==> src/rtl/frame_commit_fifo.sv <==
// Store-and-forward byte FIFO: frames are written speculatively and only
// become visible to the read side once their tlast beat arrives clean.
module frame_commit_fifo #(
    parameter int ADDR_W = 8,
    parameter int CNT_W  = 16
) (
    input  logic             clk,
    input  logic             rst_n,
    input  logic [7:0]       s_axis_tdata,
    input  logic             s_axis_tvalid,
    input  logic             s_axis_tlast,
    input  logic             s_axis_tuser,
    output logic             s_axis_tready,
    output logic [7:0]       m_axis_tdata,
    output logic             m_axis_tvalid,
    output logic             m_axis_tlast,
    input  logic             m_axis_tready,
    output logic [CNT_W-1:0] cnt_ok,
    output logic [CNT_W-1:0] cnt_bad,
    output logic [CNT_W-1:0] cnt_ovf
);
    localparam int                DEPTH    = 1 << ADDR_W;
    localparam logic [ADDR_W:0]   FULL_OCC = {1'b1, {ADDR_W{1'b0}}};
    localparam logic [CNT_W-1:0]  CNT_MAX  = {CNT_W{1'b1}};

    logic [8:0]      r_mem [DEPTH];
    logic [ADDR_W:0] r_wr_ptr;
    logic [ADDR_W:0] r_commit_ptr;
    logic [ADDR_W:0] r_rd_ptr;
    logic            r_drop;

    logic [ADDR_W:0] w_occ;
    logic [ADDR_W:0] w_wr_next;
    logic            w_full;
    logic            w_wr_en;
    logic            w_avail;
    logic            w_load;

    assign s_axis_tready = 1'b1;

    // Full uses the registered read pointer, so a same-cycle read frees nothing.
    assign w_occ     = r_wr_ptr - r_rd_ptr;
    assign w_full    = (w_occ == FULL_OCC);
    assign w_wr_next = r_wr_ptr + 1'b1;
    assign w_wr_en   = s_axis_tvalid && !w_full && !r_drop;
    assign w_avail   = (r_rd_ptr != r_commit_ptr);
    assign w_load    = (!m_axis_tvalid || m_axis_tready) && w_avail;

    // Writes only ever land above the committed region, so rewinds are safe.
    always_ff @(posedge clk) begin
        if (w_wr_en)
            r_mem[r_wr_ptr[ADDR_W-1:0]] <= {s_axis_tlast, s_axis_tdata};
    end

    always_ff @(posedge clk or negedge rst_n) begin
        if (!rst_n) begin
            r_wr_ptr     <= '0;
            r_commit_ptr <= '0;
            r_drop       <= 1'b0;
            cnt_ok       <= '0;
            cnt_bad      <= '0;
            cnt_ovf      <= '0;
        end else if (s_axis_tvalid) begin
            if (s_axis_tlast) begin
                r_drop <= 1'b0;
                if (s_axis_tuser) begin
                    r_wr_ptr <= r_commit_ptr;
                    if (cnt_bad != CNT_MAX) cnt_bad <= cnt_bad + 1'b1;
                end else if (r_drop || w_full) begin
                    r_wr_ptr <= r_commit_ptr;
                    if (cnt_ovf != CNT_MAX) cnt_ovf <= cnt_ovf + 1'b1;
                end else begin
                    r_wr_ptr     <= w_wr_next;
                    r_commit_ptr <= w_wr_next;
                    if (cnt_ok != CNT_MAX) cnt_ok <= cnt_ok + 1'b1;
                end
            end else if (w_wr_en) begin
                r_wr_ptr <= w_wr_next;
            end else begin
                r_drop <= 1'b1;
            end
        end
    end

    always_ff @(posedge clk or negedge rst_n) begin
        if (!rst_n) begin
            r_rd_ptr      <= '0;
            m_axis_tvalid <= 1'b0;
            m_axis_tlast  <= 1'b0;
            m_axis_tdata  <= '0;
        end else if (w_load) begin
            {m_axis_tlast, m_axis_tdata} <= r_mem[r_rd_ptr[ADDR_W-1:0]];
            r_rd_ptr      <= r_rd_ptr + 1'b1;
            m_axis_tvalid <= 1'b1;
        end else if (m_axis_tready) begin
            m_axis_tvalid <= 1'b0;
        end
    end
endmodule
==> config.mk <==
export PLATFORM = sky130hd
export DESIGN_NAME = frame_commit_fifo
export DESIGN_NICKNAME = d
export VERILOG_FILES = /design/src/rtl/frame_commit_fifo.sv
export SDC_FILE = /design/constraint.sdc
export NUM_CORES = 2
export LEC_CHECK = 0
export CORE_MARGIN = 1
export CORE_UTILIZATION = 35
export CTS_BUF_LIST = sky130_fd_sc_hd__clkbuf_4
export DETAILED_ROUTE_END_ITERATION = 8
export HOLD_SLACK_MARGIN = 0.12
export SYNTH_ARGS = -nofsm -noshare
export SYNTH_HDL_FRONTEND = slang
export SYNTH_SLANG_ARGS = --single-unit
==> constraint.sdc <==
create_clock -name clk -period 9.45 [get_ports clk]
set_input_delay 1.89 -clock clk [delete_from_list [all_inputs] [get_ports clk]]
set_output_delay 1.89 -clock clk [all_outputs]
set_load 0.05 [all_outputs]
* Word level (Yosys, flattened, before mapping) *
Memory sizes are Yosys's and may differ from the RTL's. A register that Yosys moved wholly into a read port is not among the register bits.
Cells that the tools add are included.
W data, S select, Z words.

cells by class
  $add $sub $neg = 6
  eq/ne operators = 6
  multiplexer cells = 10
  bitwise logic cells = 2
  reduce and logical (&&, ||, !) cells = 17

operators by type and width
  kind                     count
  $add A16 B1 Y16 const B  3
  $ne A16 B16 Y1 const B   3
  $mux W9                  4
  $add A9 B1 Y9 const B    2
  $reduce_and A5 Y1        2
  $eq A9 B9 Y1 const B     1
  $ne A9 B9 Y1             1
  $sub A9 B9 Y9            1
  $mux W1                  6
  $reduce_and A2 Y1        3
  $logic_not A1 Y1         4
  $reduce_and A4 Y1        1
  $reduce_bool A2 Y1       2
  $logic_and A1 B1 Y1      3
  $logic_or A1 B1 Y1       2
  $ne A2 B2 Y1 const B     1
  $not A1 Y1               2

word-level totals
  bits in registers = 77
  bits in writable memories = 2304
  bits of input ports = 14
  word-level logic and storage cells = 50
  memories kept = 1

memory list
  name   depth  bits a word  rd ports  clocked after memory_dff  write ports  line  source
  r_mem  256    9            1         1                         1            26    logic [8:0] r_mem [DEPTH];

* Depth between registers and ports, before layout *
  depth after elaboration = 7
  gate-level depth with buffers = 17
  gate-level depth less buffers = 10

* Worst setup path after synthesis *
Ideal clock, no wire load.

  kind = register -> register
  start point = register r_rd_ptr[2]
  end point = memory r_mem[160][0], enable pin
  setup time = 0.288 ns
  arrival time = 4.240 ns
  data required time = 9.162 ns
  path slack = 4.922 ns
  stages on the path, launching flop included = 17
  path buffers = 6
  cells stage by stage = dfrtp_1 clkbuf_1 inv_1 buf_2 buf_2 buf_2 buf_1 ha_1 o21ai_1 a21oi_2 or4b_4 a2111oi_4 a31oi_4 and3_1 nand2_1 buf_2 nor2_1

between the ends
  word-level cells in the longest chain between the ends = 7

RTL lines
  what                              line  source
  from (decl)                       29    logic [ADDR_W:0] r_rd_ptr;
  from (signal assigned)            93    r_rd_ptr <= r_rd_ptr + 1'b1;
  $sub A9 B9 Y9                     42    assign w_occ = r_wr_ptr - r_rd_ptr;
  $eq A9 B9 Y1                      43    assign w_full = (w_occ == FULL_OCC);
  $logic_not A1 Y1                  45    assign w_wr_en = s_axis_tvalid && !w_full && !r_drop;
  $logic_and A1 B1 Y1 (2 in a row)  45
  $mux W1                           51    if (w_wr_en)
  $mux W1 (implied by the code)     52    r_mem[r_wr_ptr[ADDR_W-1:0]] <= {s_axis_tlast, s_axis_tdata};
  to (decl)                         26

Every way passes these cells.

* Worst setup path after layout *
  start point = register r_rd_ptr[0]
  end point = register m_axis_tdata[7], read port of r_mem

between the ends
  word-level cells in the longest chain between the ends = 2

RTL lines
  what                 line  source
  $ne A9 B9 Y1         46    assign w_avail = (r_rd_ptr != r_commit_ptr);
  $logic_and A1 B1 Y1  47    assign w_load = (!m_axis_tvalid || m_axis_tready) && w_avail;
  to (decl)            14    output logic [7:0] m_axis_tdata,

Several ways; a longest one is shown, not always the timed one.
A chain may end at the register's enable or synchronous reset.

==> metrics.md <==
| Metric | Value |
|---|---|
| Most frequent cells in the layout | edfxtp_1 (2,304), clkbuf_4 (894), mux4_2 (572), nor2_1 (300) |
| Post-synthesis register bit count | 2,390 |
| Setup_tns | 0 ns |
| Chip width | 517 um |
| Worst Path Required | 10.74 ns |
| Commonest non-fill, non-tap cell in the layout | edfxtp_1 |
| Pwr/cell area | 280 nW/um^2 |
| Switch Pwr | 9.81 mW |
| CP startpoint | r_rd_ptr[0] |
| IR Drop Worst-Case VDD | roughly 0.23 mV |
| Cts repair resizes | 0 |
| Hpwl dp | ~150,000 um |
| Worst slew pin tran | ~1.3 ns |
| Most used routing layer in global routing | met2 |
| Effective utilization at floorplan | 35.3% |
| Critical Path, Cell by Cell | buf_12, buf_4, mux4_2, mux2i_1, o21ai_0, a2111oi_0, a31oi_1, o221a_2 |
| Async SR Flop Fraction | 3.60% |
| Slew HR | 8.27% |
| Crit share post-route | ~57% |
| Post-synth EDFFs | 2,304 |
| Final hold violation count | 0 |
| Hold Crit Class | input pin to async pin |
| DP Area | 97,900 um^2 |
| YS warnings | 0 |
| GR Util met2 | 28.6% |
| Status | finished clean |
| IO buf count | a little over 70 |
| Largest fanout on the critical path | 65 |
| Combinational share of power | approximately 29% |
| FP Rows | 188 |
| Reg2Reg Launch Point | r_rd_ptr[0] |
| Routed vias/inst | 5.44 |
| Initial antenna violation count | 7 |
| Maxcap violations | 0 |
| Cell area after layout | about 110,000 um^2 |
| Gr ovfl total | 0 |
| H-tree depth | 6 |
| Layout cells sized above 1 | between 30 and 40% |
| Reg-to-reg setup timing slack | 4.04 ns |
| DR pass1 iterations | 6 |
| Post-Syn Instances | ~4,400 |
| Net Count, Synth | 4,470 |
| Count of final setup violators | 0 |
| Clk pwr share | 30.1% |
| Clk_lat worst skew | between 1 and 1.5 ns |
| CP Data Arrival Time | 6.69 ns |
| Crit Path Class | flip-flop to flip-flop |
| Final WL | roughly 250,000 um |
| Sequential area share after synthesis | 76.8% |
| DRC | 0 |
| Placed cell count | 7,870 |
| Number of global-route vias before repair | ~50,000 |
| GPL Wtd Cong | 0.865 |
| Int Pwr | 19.7 mW |
| Leakage | ~34 nW |
| Postcts setup bufs | 0 |
| Total power | 29.5 mW |
| Avg Cell Area, Syn | 20.9 um^2 |
| Fillcell total | 23,398 |
| FMAX | about 180 MHz |
| Top FF cell, synth | edfxtp_1 |
| Global Route Usage Sum | 18.8% |
| Largest net degree at the start of global routing | 165 |
| CP max-delay cell | a2111oi_0 |
| Routing usage on met3 | about 4.3% |
| Core area | approximately 260,000 um^2 |
| Switching Share | 33.2% |
| TritonCTS clock tree | yes |
| Clock skew | ~0.15 ns |
| Wirelength per Cell | 28.1 um |
| CP Capture Type | flip-flop |
| Routed Antenna Nets | 0 |
| Post-synthesis cell area | 92,900 um^2 |
| Clk slew on worst S/H paths | 0.07 ns |
| Clk sink count | around 2,400 |
| I/O Pins | 73 |
| Total number of vias | 48,640 |
| GR Util met1 | approximately 26% |
| Synth-to-Final Area Change | 13.7% |
| Root Buffer | clkbuf_4 |
| Sequential Power Share | 40.8% |
| Pins Over Slew Limit | 0 |
| RSZ-0062 raised after global routing | no |
| First-pass GRT wire length | between 300,000 and 400,000 um |
| Die ar. | 268,000 um^2 |
| Max Root-Sink Buffers | 4 |
| Cell Count, Final, Fillers Out | 8,946 |
| Library cells used by synthesis | 70 |
| Iteration-0 DRC Markers | 5,587 |
| Critical Path Start Type | flip-flop |
| Height of the die | 517 um |
| Final net count | ~5,000 |
| Hold buffers post-CTS | 0 |
| Final hold slack | 0.480 ns |
| Final min period | 5.41 ns |
| TritonCTS Buffers | 627 |
| Critical Path Max Stage Delay | roughly 1.2 ns |
==> cells in the mapped netlist, types with 3 or more instances <==
library cell | instances | area share [%]
nand3b_1 | 3 | 0.024
a32oi_1 | 4 | 0.038
o2111ai_1 | 20 | 0.19
a22oi_1 | 79 | 0.64
a211o_1 | 7 | 0.066
buf_4 | 10 | 0.081
mux2i_1 | 143 | 1.5
edfxtp_1 | 2304 | 74
nor4_1 | 3 | 0.020
a221oi_1 | 27 | 0.25
nor2b_1 | 7 | 0.047
dfrtp_1 | 86 | 2.3
and2_1 | 8 | 0.054
nand4_1 | 20 | 0.13
a31oi_1 | 6 | 0.040
o21ai_0 | 37 | 0.20
nor3_1 | 4 | 0.022
xnor2_1 | 58 | 0.55
nand2b_1 | 8 | 0.054
o21ai_1 | 3 | 0.016
a22o_1 | 7 | 0.066
o211ai_1 | 16 | 0.13
o221ai_1 | 13 | 0.12
nand2_1 | 151 | 0.61
a21oi_1 | 52 | 0.28
mux2_2 | 5 | 0.061
ha_1 | 16 | 0.22
and3_1 | 27 | 0.18
buf_2 | 88 | 0.47
clkbuf_1 | 117 | 0.47
a211oi_1 | 4 | 0.032
mux4_2 | 572 | 14
a2111oi_0 | 3 | 0.028
nand3_1 | 77 | 0.41
a21o_1 | 6 | 0.048
nor2_1 | 309 | 1.2
inv_1 | 15 | 0.061
o22ai_1 | 43 | 0.29
and4_1 | 5 | 0.047
buf_1 | 28 | 0.11
xor2_1 | 14 | 0.13
==> logic make-up (layout without fill, tap and decap cells) <==
| kind of cell | Yosys count | in the layout | share of synthesized area, % |
|---|---|---|---|
| AO/OA/AOI/OAI | 345 | 345 | 2.67 |
| adder cells (fa/ha/maj) | 16 | 16 | 0.215 |
| XOR/XNOR | 72 | 72 | 0.679 |
| flip-flops | 2390 | 2390 | 76.8 |
| AND/OR/NAND/NOR | 633 | 633 | 2.96 |
| buffers and inverters | 261 | 1242 | 1.22 |
| other | 1 | 11 | 0.00404 |
| multiplexers | 722 | 722 | 15.5 |
==> flip-flops by register name, indices dropped and copies added, names as in the netlist <==
register,count
cnt_ok,16
r_commit_ptr,9
m_axis_tvalid,1
m_axis_tlast,1
cnt_ovf,16
r_mem,2304
r_wr_ptr,9
r_drop,1
r_rd_ptr,9
m_axis_tdata,8
cnt_bad,16
==> metal layers <==
metal | routed length (um) | part of all wire (%)
met1 | 103000 | 41
met5 | 8 | 0.0032
met2 | 116000 | 46
met3 | 23000 | 9.1
met4 | 9010 | 3.6
==> final cells by class <==
class	instances	area, um^2	area share (%)
well taps	3515	4400	4.16
multi-input cells	1789	20600	19.5
clock buffers	894	6710	6.35
clock inverters	172	1030	0.972
diodes	10	25.0	0.0237
repair buffers	159	1510	1.42
inverters	17	67.6	0.0639
flip-flops and latches	2390	71400	67.5
==> critical path: cells and delay by family (launching register included) <==
kind                   cells  cell delay [ns]
AO/OA/AOI/OAI              4             1.96
buffers and inverters      2             1.23
multiplexers               2             1.02
flip-flops                 1             0.81
==> metrics by stage <==
step	util, %	worst slack (ns)
after floorplan	-	4.92
after global placement	37.2	3.99
after detailed placement	37.2	3.99
after CTS	40.1	4.26
after global routing	40.1	4.00
final	40.1	4.04
==> power by group through the flow <==
stage | Sequential, mW | Combinational, mW | Clock, mW
after floorplan | 12.2 | 5.21 | 0
after global placement | 12.3 | 8.56 | 0
after detailed placement | 12.3 | 8.57 | 0
after CTS | 12.1 | 8.59 | 9.09
after global routing | 12.1 | 8.90 | 9.61
final | 12.1 | 8.59 | 8.89
==> final timing paths <==
check                      cells past startpoint         endpoint
min in group clk                               1      cnt_bad[10]
max in group asynchronous                      2      r_rd_ptr[2]
hold reg to reg                                1      cnt_bad[10]
setup / recovery                               8  m_axis_tdata[7]
hold / removal                                 1      cnt_bad[12]
setup reg to reg                               8  m_axis_tdata[7]
No activity file was read; power rests on OpenSTA's default activity.
